$ cat config.mk
export PLATFORM = sky130hd
export DESIGN_NAME = masked_match_pipe
export DESIGN_NICKNAME = d
export VERILOG_FILES = /design/src/rtl/masked_match_pipe.sv
export SDC_FILE = /design/constraint.sdc
export NUM_CORES = 1
export LEC_CHECK = 0
export CORE_UTILIZATION = 44
export CTS_CLUSTER_SIZE = 20
export DETAILED_ROUTE_END_ITERATION = 8
export PLACE_DENSITY = 0.78
export SLEW_MARGIN = 15
export SYNTH_ARGS = -nofsm -noshare
export SYNTH_HDL_FRONTEND = slang
export SYNTH_SLANG_ARGS = --single-unit
$ cat constraint.sdc
create_clock -name clk -period 1.8 [get_ports clk]
set_clock_uncertainty 0.05 [all_clocks]
set_input_delay 0.27 -clock clk [delete_from_list [all_inputs] [get_ports clk]]
set_output_delay 0.27 -clock clk [all_outputs]
set_load 0.1 [all_outputs]
$ cat src/rtl/masked_match_pipe.sv
// Pipelined masked equality detector with runtime pattern/mask, a valid pipeline,
// a saturating match counter and a non-overlapping consecutive-match run detector.
module masked_match_pipe #(
    parameter int               WIDTH         = 10,
    parameter int               METHOD        = 1,
    parameter int               CHUNK         = 6,
    parameter logic [WIDTH-1:0] RESET_PATTERN = 10'b1010111010,
    parameter int               CNT_WIDTH     = 16,
    parameter int               RUN_LEN       = 4
) (
    input  logic                 clk,
    input  logic                 rst,
    input  logic                 cfg_we,
    input  logic [WIDTH-1:0]     cfg_pattern,
    input  logic [WIDTH-1:0]     cfg_mask,
    input  logic [WIDTH-1:0]     din,
    input  logic                 din_valid,
    input  logic                 count_clr,
    output logic                 match,
    output logic                 match_valid,
    output logic                 run_hit,
    output logic [CNT_WIDTH-1:0] match_count
);

    localparam int RUN_W = $clog2(RUN_LEN + 1);

    logic [WIDTH-1:0]     pattern_q, mask_q;
    logic [WIDTH-1:0]     diff;
    logic                 match_q, valid_q;
    logic [CNT_WIDTH-1:0] count_q, count_d;
    logic [RUN_W-1:0]     run_q, run_d;
    logic                 hit_q, hit_d;

    // NOTE: sequential state uses non-blocking assignments so every register
    // samples pre-edge values; this is what makes a same-cycle word see the old pattern.
    always_ff @(posedge clk or posedge rst) begin
        if (rst) begin
            pattern_q <= RESET_PATTERN;
            mask_q    <= '1;
        end else if (cfg_we) begin
            pattern_q <= cfg_pattern;
            mask_q    <= cfg_mask;
        end
    end

    assign diff = (din ^ pattern_q) & mask_q;

    generate
        if (METHOD == 0) begin : g_flat
            always_ff @(posedge clk or posedge rst) begin
                if (rst) begin
                    match_q <= 1'b0;
                    valid_q <= 1'b0;
                end else begin
                    match_q <= ~|diff;
                    valid_q <= din_valid;
                end
            end
        end else begin : g_chunk
            localparam int NCHUNK = (WIDTH + CHUNK - 1) / CHUNK;

            logic [NCHUNK-1:0] part_d, part_q;
            logic              valid1_q;

            // The last chunk is clipped to WIDTH when CHUNK does not divide it.
            for (genvar c = 0; c < NCHUNK; c++) begin : g_part
                localparam int LO = c * CHUNK;
                localparam int HI = (LO + CHUNK > WIDTH) ? WIDTH - 1 : LO + CHUNK - 1;
                assign part_d[c] = ~|diff[HI:LO];
            end

            always_ff @(posedge clk or posedge rst) begin
                if (rst) begin
                    part_q   <= '0;
                    valid1_q <= 1'b0;
                    match_q  <= 1'b0;
                    valid_q  <= 1'b0;
                end else begin
                    part_q   <= part_d;
                    valid1_q <= din_valid;
                    match_q  <= &part_q;
                    valid_q  <= valid1_q;
                end
            end
        end
    endgenerate

    // NOTE: every always_comb output gets a default first so no path infers a latch.
    always_comb begin
        count_d = count_q;
        run_d   = run_q;
        hit_d   = 1'b0;
        if (count_clr) begin
            count_d = '0;
            run_d   = '0;
        end else if (valid_q) begin
            if (match_q) begin
                if (count_q != '1) count_d = count_q + CNT_WIDTH'(1);
                // Reaching RUN_LEN fires a pulse and restarts the run, so hits never overlap.
                if (run_q + RUN_W'(1) == RUN_W'(RUN_LEN)) begin
                    run_d = '0;
                    hit_d = 1'b1;
                end else begin
                    run_d = run_q + RUN_W'(1);
                end
            end else begin
                run_d = '0;
            end
        end
    end

    always_ff @(posedge clk or posedge rst) begin
        if (rst) begin
            count_q <= '0;
            run_q   <= '0;
            hit_q   <= 1'b0;
        end else begin
            count_q <= count_d;
            run_q   <= run_d;
            hit_q   <= hit_d;
        end
    end

    assign match       = match_q;
    assign match_valid = valid_q;
    assign run_hit     = hit_q;
    assign match_count = count_q;

endmodule
==> flow_summary.yaml <==
outcome:
  outcome: "finished, final reports clean"
timing:
  hold_viol_final: 0
  min_period_over_period: 0.975
  drv_slew: 0
  max_freq_mhz: 570
  relSlewSlack: 0.699
  finalSetupTns_ps: 0
  hold_slack_ps: 261
  worst_slew_pin_slew_ps: 447
  setup_viol: 0
  worst_slack_ps: 45.7
  period_needed_ps: 1750
cells_and_area:
  drive_above_1_share: 0.455
  finalNetCount: 291
  stdcell_count: 305
  area_growth_pct: 55.8
  postLayoutCoreUtil: 0.737
  n_antenna_cell: 0
drt:
  wl_per_cell_um: 15.6
  avgViaCountPerCell: 5.54
  wirelength_um: 4750
  ant_nets: 0
  drc: 0
  drt_iter0_drc: 70
  firstDrtPassIters: 4
  vias: 1690
critical_path:
  path_class: "reg2reg"
  crit_arrival_ps: 1930
  worstPathMaxFanout: 5
  cp.required_ps: 1970
  worst_setup_path_end_kind: "register"
  cp_slowest_cell: "or4_1"
  slowest_delay_ps: 510
  cp_cell_sequence: "ha_4 > and3_2 > o311ai_4 > or4_1 > a21oi_1"
  cp-start-kind: "register"
synth:
  ys_seq_area_frac: 0.538
  synth_nets: 216
  synth_flop_cell: "dfrtp_1"
  synthArstFlopShare: 1.00
  synth.avg_cell_area_um2: 12.0
  synthCells: 177
  synth_cell_type_count: 38
  ys_seq_elements: 45
  syn_area_um2: 2130
  yosysWarnings: 0
  synth-edff-count: 0
global_routing:
  grt_overflow: 0
  grt_usage: 0.206
  antenna_found_initial: 0
  grt_max_degree: 46
  grt_pass1_wl_um: 8120
  grt_pass1_vias: 1767
placed_design:
  io_buffer_count: 53
  dp_hpwl_um: 3370
  dp_slack_ps: 34.7
  place_inst: 291
  routabilityCongestion: 0.805
run:
  drv_cap: 0
power_and_ir_drop:
  ir_drop_v: 0.000555
  power_density_nw_per_um2: 674
  leakage_uw: 0.00129
clocking:
  root_buffer: "clkbuf_8"
  cts_tree: "yes"
  cts.sinks: 45
  cts_inserted_buffers: 5
  worst_skew_pair.late_latency_ps: 300
  holdBufCountCts: 0
  htreeDepth: 2
  cts_buffer_depth: 2
  clkTransAtPathRegs_ps: 90
hold_path:
  hold_path.class: "in2async"
floorplanning:
  initial_utilization: 0.473
  rows: 24
  dieArea_um2: 5130
  io_pins: 54
  fp.dieH_um: 71.6
  core_area_um2: 4500
  die_w_um: 71.6
==> routing by layer <==
metal | GRT usage | share of wire
met2 | 0.359 | 0.54
met3 | 0.0605 | 0.053
met1 | 0.248 | 0.40
met5 | 0 | 0
met4 | 0.0610 | 0.0080
==> cell usage after synthesis, types with 3 or more instances <==
master     n  area, um^2
dfrtp_1   29         726
mux2_2    21         236
dfstp_2   16         420
xor2_1    12         105
a21oi_1   10        50.1
nand2_1    9        33.8
inv_1      8        30.0
nor2_1     8        30.0
nand3_1    6        30.0
or4_1      5        37.5
clkbuf_1   4        15.0
ha_1       4        50.1
o21ai_0    4        20.0
o31ai_1    4        30.0
or3_1      4        25.0
nor4_1     3        18.8
==> through the flow <==
stage | instance area, um^2 | total power [uW]
after floorplan | 2240 | 1310
after global placement | 3130 | 1450
after detailed placement | 3130 | 1460
after CTS | 3240 | 2250
after global routing | 3320 | 2320
final | 3320 | 2240
==> final timing paths <==
path	startpoint	endpoint	slack (ps)	depth (start not counted)
worst max-delay path	match_count[0]	match_count[14]	50	5
worst min-delay path	rst	match_count[6]	260	3
worst max register to register	match_count[0]	match_count[14]	50	5
worst min register to register	g_chunk.valid1_q	match_valid	310	0
max in group asynchronous	rst	pattern_q[9]	1160	3
min in group clk	g_chunk.valid1_q	match_valid	310	0
==> critical path: cells and delay by family (launching register included) <==
kind	cells	cell delay, ps
flops	1	450
fa+ha+maj	1	150
simple gates	2	730
compound gates	2	310
==> power breakdown <==
| group | internal, uW | switching, uW |
|---|---|---|
| clock network | 453 | 342 |
| registers | 1100 | 38.1 |
| logic | 173 | 130 |
| total | 1730 | 510 |
==> logic make-up (layout without fill, tap and decap cells) <==
logic type,count (synthesis),in the layout,share of synthesized area
multiplexers,23,23,0.120
buffers and inverters,13,89,0.0235
adder cells (fa/ha/maj),4,4,0.0235
AND/OR/NAND/NOR,49,49,0.135
AO/OA/AOI/OAI,30,30,0.106
XOR/XNOR,13,13,0.0534
flip-flops,45,45,0.538
==> area by class of cell <==
class	instances	area (um^2)
clock buffer	7	86.3
clock inverter	1	30.0
fill	308	1180
inverter	8	30.0
multi-input combinational	119	1000
sequential	45	1210
tap	52	65.1
timing repair buffer	73	896
==> registers in the layout (all words and copies together) (netlist names) <==
| signal | count |
|---|---|
| pattern_q | 10 |
| run_q | 3 |
| g_chunk.part_q | 2 |
| match_valid | 1 |
| run_hit | 1 |
| g_chunk.valid1_q | 1 |
| mask_q | 10 |
| match | 1 |
| match_count | 16 |
==> cell usage in the layout (no fill, tap or decap), drive strengths merged, types with 3 or more instances in the layout <==
cell,synthesis,final
a21oi,10,10
buf,1,39
clkbuf,4,7
clkdlybuf4s50,0,34
dfrtp,29,29
dfstp,16,16
ha,4,4
inv,8,7
mux2,21,21
nand2,9,9
nand3,6,6
nand4,3,3
nor2,8,8
nor4,3,3
o21ai,4,4
o31ai,4,4
or3,5,5
or4,5,5
xor2,12,12
==> what timing repair did <==
| item | CTS | global route |
|---|---|---|
| gates resized for setup | 0 | 6 |
| setup buffers | 0 | 6 |
| setup endpoints to repair | 0 | 12 |
Note: power is estimated with default switching activity, not from simulation.
